**config.mk**
```make
export PLATFORM = sky130hd
export DESIGN_NAME = command_exec
export DESIGN_NICKNAME = d
export VERILOG_FILES = /design/src/rtl/command_exec.sv
export SDC_FILE = /design/constraint.sdc
export NUM_CORES = 1
export LEC_CHECK = 0
export BUFFER_PORTS_ARGS = -buffer_cell sky130_fd_sc_hd__buf_2
export CAP_MARGIN = 30
export CORE_MARGIN = 2
export CORE_UTILIZATION = 53
export CTS_BUF_LIST = sky130_fd_sc_hd__clkbuf_16
export DETAILED_ROUTE_END_ITERATION = 10
export MAX_ROUTING_LAYER = met4
export PLACE_DENSITY = 0.8
export SLEW_MARGIN = 5
export SYNTH_ARGS = -nofsm -noshare
export SYNTH_HDL_FRONTEND = slang
export SYNTH_SLANG_ARGS = --single-unit
```
**constraint.sdc**
```tcl
create_clock -name clk -period 23.1 [get_ports clk]
set_input_delay 3.465 -clock clk [delete_from_list [all_inputs] [get_ports clk]]
set_output_delay 3.465 -clock clk [all_outputs]
set_load 0.005 [all_outputs]
```
**src/rtl/command_exec.sv**
```systemverilog
`default_nettype none
// ============================================================================
//  Module   : command_exec
//  Purpose  : Decodes validated commands from the UART command framer,
//             executes register writes/reads, version and statistics
//             queries, and issues exactly one reply per executed command
//             through the framer's transmit handshake. Owns the board's
//             control register bank.
//  Ports    : clk, rst (async, active-high)
//             command_rx_ready/command_rx/data_field_rx  - receive side
//             command_tx_ready/command_tx/data_field_tx  - reply request
//             command_tx_status/command_tx_over          - framer tx status
//             version           - firmware version word
//             ctrl_regs         - flat register bank, reg n at [n*32+:32]
//             reg_wr_pulse      - one-cycle strobe per register written
//             tx_timeout_err    - sticky reply timeout flag
//  Options  : CMD_TX_TIMEOUT_EN - abandon a reply after TX_TIMEOUT cycles
//  Revision : 1.0 - initial release
// ============================================================================
module command_exec #(
  parameter int          NUM_REGS   = 8,
  parameter logic [31:0] TX_TIMEOUT = 32'd200000
) (
  input  logic                     clk,
  input  logic                     rst,
  input  logic                     command_rx_ready,
  input  logic [7:0]               command_rx,
  input  logic [31:0]              data_field_rx,
  output logic                     command_tx_ready,
  output logic [7:0]               command_tx,
  output logic [31:0]              data_field_tx,
  input  logic                     command_tx_status,
  input  logic                     command_tx_over,
  input  logic [31:0]              version,
  output logic [NUM_REGS*32-1:0]   ctrl_regs,
  output logic [NUM_REGS-1:0]      reg_wr_pulse,
  output logic                     tx_timeout_err
);

  localparam logic [4:0] C_NUM_REGS = 5'(NUM_REGS);

  typedef enum logic [1:0] {
    S_IDLE      = 2'd0,
    S_EXEC      = 2'd1,
    S_REQ       = 2'd2,
    S_WAIT_DONE = 2'd3
  } state_t;

  state_t        state_q, state_d;
  logic [7:0]    cap_op_q;
  logic [31:0]   cap_data_q;
  logic          hold_valid_q;
  logic [7:0]    hold_op_q;
  logic [31:0]   hold_data_q;
  logic [15:0]   rx_cnt_q;
  logic [15:0]   drop_cnt_q;
  logic [7:0]    tx_op_q;
  logic [31:0]   tx_data_q;
  logic [31:0]   regs_q [NUM_REGS];

  logic          timeout_w;
  logic [3:0]    idx_w;
  logic          idx_ok_w;
  logic          wr_hit_w;
  logic          rd_hit_w;
  logic [31:0]   rd_data_w;
  logic [7:0]    reply_op_w;
  logic [31:0]   reply_data_w;
  logic [NUM_REGS-1:0] wr_pulse_w;

  // --------------------------------------------------------------------------
  // Opcode decode of the captured command
  // --------------------------------------------------------------------------
  assign idx_w    = cap_op_q[3:0];
  assign idx_ok_w = ({1'b0, idx_w} < C_NUM_REGS);
  assign wr_hit_w = (cap_op_q[7:4] == 4'h1) && idx_ok_w;
  assign rd_hit_w = (cap_op_q[7:4] == 4'h2) && idx_ok_w;

  always_comb begin
    rd_data_w = 32'h0;
    for (int n = 0; n < NUM_REGS; n++) begin
      if (idx_w == 4'(n)) rd_data_w = regs_q[n];
    end
  end

  always_comb begin
    for (int n = 0; n < NUM_REGS; n++) begin
      wr_pulse_w[n] = (state_q == S_EXEC) && wr_hit_w && (idx_w == 4'(n));
    end
  end

  always_comb begin
    reply_op_w   = 8'hEE;
    reply_data_w = {24'h0, cap_op_q};
    if (cap_op_q == 8'h01) begin
      reply_op_w   = 8'h81;
      reply_data_w = version;
    end else if (cap_op_q == 8'h02) begin
      reply_op_w   = 8'h82;
      reply_data_w = {rx_cnt_q, drop_cnt_q};
    end else if (wr_hit_w) begin
      reply_op_w   = {4'h9, idx_w};
      reply_data_w = cap_data_q;
    end else if (rd_hit_w) begin
      reply_op_w   = {4'hA, idx_w};
      reply_data_w = rd_data_w;
    end
  end

  // --------------------------------------------------------------------------
  // Control FSM
  // --------------------------------------------------------------------------
  always_ff @(posedge clk or posedge rst) begin
    if (rst) state_q <= S_IDLE;
    else     state_q <= state_d;
  end

  always_comb begin
    state_d = state_q;
    case (state_q)
      S_IDLE:      if (hold_valid_q || command_rx_ready) state_d = S_EXEC;
      S_EXEC:      state_d = S_REQ;
      // A completion seen while still requesting means the status pulse was
      // missed; the reply is done regardless.
      S_REQ: begin
        if (timeout_w || command_tx_over) state_d = S_IDLE;
        else if (command_tx_status)       state_d = S_WAIT_DONE;
      end
      S_WAIT_DONE: if (timeout_w || command_tx_over) state_d = S_IDLE;
      default:     state_d = S_IDLE;
    endcase
  end

  // --------------------------------------------------------------------------
  // Datapath: input buffering, counters, reply latch, register bank
  // --------------------------------------------------------------------------
  always_ff @(posedge clk or posedge rst) begin
    if (rst) begin
      cap_op_q     <= 8'h0;
      cap_data_q   <= 32'h0;
      hold_valid_q <= 1'b0;
      hold_op_q    <= 8'h0;
      hold_data_q  <= 32'h0;
      rx_cnt_q     <= 16'h0;
      drop_cnt_q   <= 16'h0;
      tx_op_q      <= 8'h0;
      tx_data_q    <= 32'h0;
      for (int n = 0; n < NUM_REGS; n++) regs_q[n] <= 32'h0;
    end else begin
      if (state_q == S_IDLE && hold_valid_q) begin
        cap_op_q     <= hold_op_q;
        cap_data_q   <= hold_data_q;
        hold_valid_q <= 1'b0;
      end
      if (command_rx_ready) begin
        if (rx_cnt_q != 16'hFFFF) rx_cnt_q <= rx_cnt_q + 16'd1;
        if (state_q == S_IDLE && !hold_valid_q) begin
          cap_op_q   <= command_rx;
          cap_data_q <= data_field_rx;
        end else if (state_q == S_IDLE || !hold_valid_q) begin
          // In IDLE with a full buffer the buffer drains this cycle, so the
          // new command can take its place.
          hold_op_q    <= command_rx;
          hold_data_q  <= data_field_rx;
          hold_valid_q <= 1'b1;
        end else if (drop_cnt_q != 16'hFFFF) begin
          drop_cnt_q <= drop_cnt_q + 16'd1;
        end
      end
      if (state_q == S_EXEC) begin
        tx_op_q   <= reply_op_w;
        tx_data_q <= reply_data_w;
      end
      for (int n = 0; n < NUM_REGS; n++) begin
        if (wr_pulse_w[n]) regs_q[n] <= cap_data_q;
      end
    end
  end

  // --------------------------------------------------------------------------
  // Optional reply timeout
  // --------------------------------------------------------------------------
`ifdef CMD_TX_TIMEOUT_EN
  logic [31:0] to_cnt_q;
  logic        to_err_q;

  always_ff @(posedge clk or posedge rst) begin
    if (rst) begin
      to_cnt_q <= 32'h0;
      to_err_q <= 1'b0;
    end else begin
      if (state_q == S_EXEC)
        to_cnt_q <= 32'h0;
      else if (state_q == S_REQ || state_q == S_WAIT_DONE)
        to_cnt_q <= to_cnt_q + 32'd1;
      if (timeout_w) to_err_q <= 1'b1;
    end
  end

  // Counter is 0 in the first REQ cycle, so the last allowed cycle holds
  // TX_TIMEOUT-1.
  assign timeout_w      = (state_q == S_REQ || state_q == S_WAIT_DONE) &&
                          (to_cnt_q == TX_TIMEOUT - 32'd1);
  assign tx_timeout_err = to_err_q;
`else
  assign timeout_w      = 1'b0;
  assign tx_timeout_err = 1'b0;
`endif

  // --------------------------------------------------------------------------
  // Outputs
  // --------------------------------------------------------------------------
  assign command_tx_ready = (state_q == S_REQ);
  assign command_tx       = tx_op_q;
  assign data_field_tx    = tx_data_q;
  assign reg_wr_pulse     = wr_pulse_w;

  generate
    for (genvar g = 0; g < NUM_REGS; g++) begin : g_pack
      assign ctrl_regs[g*32 +: 32] = regs_q[g];
    end
  endgenerate

endmodule
`default_nettype wire

```
Yosys cells after proc, flatten, opt, wreduce, memory -nomap -nowiden
Index checks and enable logic that the tools add are counted.
{"block": "totals", "elab_cells": 95, "in_bits": 77, "reg_bits": 411, "out_inout_bits": 306}
{"block": "classes", "bitwise_logic": 2, "order_cmp": 1, "muxes": 31, "eq_ne": 19, "addsub": 2, "n_reduce_logical": 22}
{"operator": "$mux 32", "n": 15}
{"operator": "$add 16x1->16 const B", "n": 2}
{"operator": "$ne 16x16->1 const B", "n": 2}
{"operator": "$mux 7", "n": 4}
{"operator": "$mux 8", "n": 3}
{"operator": "$eq 4x3->1 const B", "n": 4}
{"operator": "$logic_and 1x1->1", "n": 13}
{"operator": "$eq 4x2->1 const B", "n": 3}
{"operator": "$eq 4x1->1 const B", "n": 2}
{"operator": "$eq 8x1->1 const B", "n": 1}
{"operator": "$eq 8x2->1 const B", "n": 1}
{"operator": "$mux 2", "n": 4}
{"operator": "$pmux 2 s4", "n": 1}
{"operator": "$reduce_and 3->1", "n": 2}
{"operator": "$eq 2x2->1 const B", "n": 2}
{"operator": "$logic_not 4->1", "n": 1}
{"operator": "$lt 4x4->1 const B", "n": 1}
{"operator": "$mux 1", "n": 4}
{"operator": "$ne 2x2->1 const B", "n": 2}
{"operator": "$reduce_and 4->1", "n": 1}
{"operator": "$ne 3x1->1 const B", "n": 1}
{"operator": "$eq 2x1->1 const B", "n": 1}
{"operator": "$logic_not 2->1", "n": 1}
{"operator": "$logic_or 1x1->1", "n": 2}
{"operator": "3 further kinds", "n": 4}

Longest topological paths before layout
{"block": "logic_depth", "ltp_word": 13, "mapped_depth": 9, "mapped_depth_nobuf": 6}

Worst setup path after synthesis
OpenSTA, ideal clock, no wires.
{"block": "synth_path", "kind": "flip-flop to output port", "start": "register cap_op_q[6]", "end": "output reg_wr_pulse[5]", "path_stages_with_launch": 8, "path_slack_ns": 18.126, "arrival_time_ns": 1.509, "path_buffers": 3, "required_ns": 19.635, "cell_sequence": "dfrtp_1 buf_4 nor3b_4 nand3_4 or2_1 buf_6 buf_6 inv_1"}
{"block": "synth_between", "elab_chain_len": 4}
{"element": "start, declared", "line": "50", "text": "logic [7:0] cap_op_q;"}
{"element": "start signal, assigned", "line": "151", "text": "cap_op_q <= hold_op_q;"}
{"element": "start signal, assigned", "line": "158", "text": "cap_op_q <= command_rx;"}
{"element": "$eq 4x1->1", "line": "76", "text": "assign wr_hit_w = (cap_op_q[7:4] == 4'h1) && idx_ok_w;"}
{"element": "$logic_and 1x1->1", "line": "76"}
{"element": "$logic_and 1x1->1 (2 in a row)", "line": "88", "text": "wr_pulse_w[n] = (state_q == S_EXEC) && wr_hit_w && (idx_w == 4'(n));"}
{"element": "end, declared", "line": "36", "text": "output logic [NUM_REGS-1:0] reg_wr_pulse,"}
No other way between the ends.

Worst setup path after layout
{"block": "layout_path", "start": "register cap_op_q[1]", "end": "output reg_wr_pulse[2]"}
{"block": "layout_between", "elab_chain_len": 4, "word_cells_on_any_way": 5, "classes_between": "order compare (1); eq/ne (1); reduce/logical (3)"}
{"element": "$lt 4x4->1", "line": "75", "text": "assign idx_ok_w = ({1'b0, idx_w} < C_NUM_REGS);"}
{"element": "$logic_and 1x1->1", "line": "76"}
{"element": "$logic_and 1x1->1", "line": "88"}
{"element": "$logic_and 1x1->1 *", "line": "88"}
Every way passes the cells marked *; elsewhere a longest branch is shown, timed or not.

==> summary.txt <==
Yosys
  – Top post-synthesis cells by area: dfrtp_1, mux2_2, a21oi_1
  – Syn nets: 1850
  – EDFF count, synth: 0
  – Yosys top cell by area: dfrtp_1
  – Yosys top cell area share: about half
  – Seq/Total Area, Yosys: 51.60%
  – Synth Instances: 1771
  – Mean Syn Cell Area: between 10 and 15 sq um
  – Synth Register Bits: 411
  – Ys async rst share: between 90% and 100%
  – Synth warnings: 0
  – Post-synthesis instance area: 19930 sq um
  – Dominant register cell in the synthesized netlist: dfrtp_1
  – Yosys cell types: 78

Critical path
  – Worst Path Arrival: slightly below 3000 ps
  – WP data required: roughly 20000 ps
  – Slowest cell delay on critical path: 770 ps
  – CP Launch Type: flop
  – Critical path's top delay family: simple AND/OR/NAND/NOR gates
  – Critical path buffer and inverter count: 2
  – Worst reg2reg path depth: 8
  – Worst Path Max Fanout: 47
  – Worst R2R End: data_field_tx[29]$_DFFE_PP0N_
  – Worst r2r src: cap_op_q[0]$_DFF_PP0_
  – CP Class: reg -> out
  – Cells along the critical path: buf_4 -> or4b_1 -> nor2_4 -> buf_2
  – Reg2Reg Setup Slack: 18930 ps
  – Slowest-stage cell, CP: dfrtp_4
  – Nature of the critical path endpoint: output port

Die
  – Core area: 37310 sq um
  – Top-level I/O count: 383
  – Die Width: slightly below 200 microns
  – Die Area: 39170 sq um
  – Die height: 197.9 microns
  – Initial core utilization: 53.42%
  – FP Rows: approximately 70

Placement
  – Gpl congestion: 0.9460
  – Detailed placer's ending HPWL: between 40000 and 50000 microns
  – I/O Buffers: about 380
  – DP Area: 21920 sq um
  – Pre-CTS setup slack: between 15000 and 20000 ps

Cells and area
  – Nets: 2140
  – Layout area overhead: 17.10%
  – Layout cell share with drive strength beyond 1: around two fifths
  – Final design utilization: 62.55%
  – Filler Cell Count: 2911
  – Final instance area: 23340 sq um

CTS
  – Root Buffer: clkbuf_16
  – PostCTS Resize Cnt: 0
  – Worst-Skew Late Latency: 540 ps
  – CTS tree: built
  – Clock-pin slew on the worst setup and hold paths: 60 ps
  – Clock sinks: about 410
  – H-tree levels: 2
  – Post-CTS Setup Inserts: 0
  – Hold buffer count at CTS: 0
  – CTS Buf Count: 43
  – Max clock buf depth: 3

Power and ir drop
  – IR Drop Worst-Case VDD: 0.07691 mV
  – Clock Power Share: between 20% and 30%
  – P_int: 1738 uW
  – Pleak: 0.01167 uW
  – Sw Ratio: 39.59%
  – Combinational share of power: 35.3%
  – Sequential power share: 41.6%
  – Sw power: 1139 uW
  – Cell Pwr Density: roughly 120 nW/um^2

Routing
  – Vias per cell: 6.382
  – Remaining antenna violation count: 0
  – Initial DRC count: 1655
  – Vias: 16.40k
  – DRT Wirelength: 66530 microns
  – DR DRC count: 0
  – WL per Instance: 25.89 microns
  – Pre-antenna DRT Iters: 6

Timing
  – Final worst slack: 16680 ps
  – Max Slew Vio Count: 0
  – Hold Fails Final Rpt: 0
  – Final min period: 6416 ps
  – TNS Setup: 0 ps
  – Least-Margin Pin Slew: between 900 and 1000 ps
  – Max_slew headroom: roughly a third
  – Setup violators final: 0
  – Unrepaired setup endpoints after global routing: false
  – Tcrit/Tclk final: 27.78%
  – Post-Route Skew: 13.19 ps
  – Achievable Freq: 155.9 MHz

Job
  – Maximum capacitance violations: 0

GRT
  – First-pass GRT wire length: about 100000 microns
  – Largest net degree at the start of global routing: 115
  – Total global-route track usage: between 30% and 40%
  – Vias in the first global route: 16.17k
  – Initial antenna violation count: 4
  – Remaining Overflow, GRT: 0

Run status
  – Status: completed

Min path
  – Hold Path Sink: command_tx[7]$_DFFE_PP0N_
  – Hold crit path type: reg -> reg
  – Hold path cells: 1
  – Hold path startpoint: command_tx[7]$_DFFE_PP0N_
## state kept, by name, indices dropped and copies added, names as in the netlist
register	cells
cap_data_q	32
hold_data_q	32
state_q	2
data_field_tx	32
ctrl_regs	256
drop_cnt_q	16
hold_valid_q	1
hold_op_q	8
rx_cnt_q	16
cap_op_q	8
command_tx	8
## metrics by stage
| step | instances | hold slack (ps) | power, uW |
|---|---|---|---|
| 4_1_cts | 2561 | 464.8 | 2854 |
| 2_1_floorplan | 1771 | 456.3 | 1788 |
| 3_3_place_gp | 2485 | 456.8 | 2144 |
| 5_1_grt | 2569 | 498.2 | 3010 |
| 3_5_place_dp | 2486 | 450.4 | 2193 |
| 6_report | 2570 | 463.5 | 2877 |
## power groups by stage
stage                     combinational [uW]  clock (uW)  sequential (uW)
final                                   1020         664             1200
after global routing                    1090         697             1220
after CTS                               1000         667             1190
after detailed placement                 997           0             1200
after global placement                   962           0             1180
after floorplan                          748           0             1040
## logic make-up (layout without fill, tap and decap cells)
family                     after synthesis  after routing  synth area share, %
AOI/OAI and AO/OA                      387            387                13.01
muxes                                  343            343                19.66
xor gates and xnor gates                27             27                1.187
other                                    1              6              0.01882
DFF                                    411            411                51.60
adders and majority gates                2              2               0.1255
and+or+nand+nor                        418            418                10.12
buffers and inverters                  182            502                4.269
## cells in the mapped netlist, types with 3 or more instances
library cell	instances
dfrtp_1	411
mux2_2	270
nand2_1	134
nor2_1	127
a21oi_1	120
o21ai_0	76
clkbuf_1	73
buf_2	67
nor3_1	59
a2bb2oi_1	48
mux2i_1	42
o2bb2ai_1	36
mux2_4	29
a2111oi_0	22
nand3_1	19
o32ai_1	18
xnor2_1	15
buf_4	13
inv_1	12
xor2_1	12
nand2b_1	11
a211oi_1	10
o211ai_1	9
a22oi_1	8
buf_1	8
a221oi_1	7
nand4_1	7
o221ai_1	7
and3_1	6
nand2_2	6
nor2b_1	6
buf_6	4
clkbuf_2	4
a22o_1	3
a31oi_1	3
and2_1	3
and4_1	3
o31ai_1	3
or2_2	3
## layer usage
layer / track usage, % / routed length [microns] / vias up / share of wire (%)
met3: 6.472 / 6657 / 211 / 10
met4: 15.93 / 3210 / 0 / 4.8
met2: 53.00 / 30910 / 1035 / 46
met5: - / 0 / - / 0
li1: - / - / 7010 / -
met1: 45.01 / 25750 / 8146 / 39
## area by class of cell
class	instances	area, sq um	area share [%]
clock inverters	32	246.5	1.056
multi-input cells	1178	8852	37.93
repair buffers	414	2208	9.462
well taps	474	593.1	2.541
diodes	5	12.51	0.05361
inverters	13	56.30	0.2412
flip-flops and latches	411	10290	44.11
clock buffers	43	1076	4.611
## how the worst max path moves through the flow
stage	depth (start not counted)	endpoint	from	slack (ps)
final	4	reg_wr_pulse[2]	cap_op_q[1]$_DFF_PP0_	16680
after global routing	4	reg_wr_pulse[2]	cap_op_q[1]$_DFF_PP0_	16670
after CTS	4	reg_wr_pulse[2]	cap_op_q[1]$_DFF_PP0_	16750
after detailed placement	4	hold_data_q[16]$_DFFE_PP0P_	rst	16890
after global placement	4	data_field_tx[16]$_DFFE_PP0N_	rst	16940
after floorplan	1	cap_data_q[0]$_DFF_PP0_	rst	8200
## layout by cell type, fill, tap and decap left out, drive strengths merged, types with 43 or more instances in the layout
cell type / n
nor3: 60
a2bb2oi: 48
o21ai: 78
nor2: 130
a21oi: 120
nand2: 140
buf: 413
dfrtp: 411
mux2: 301
clkbuf: 43
## worst reg2reg max path, delay by kind of cell (launching register included)
kind / cells / cell delay, ps
flip-flops: 1 / 700
buffers and inverters: 3 / 1610
AND/OR/NAND/NOR: 2 / 960
AO/OA/AOI/OAI: 3 / 830
No activity file was read; power rests on OpenSTA's default activity.
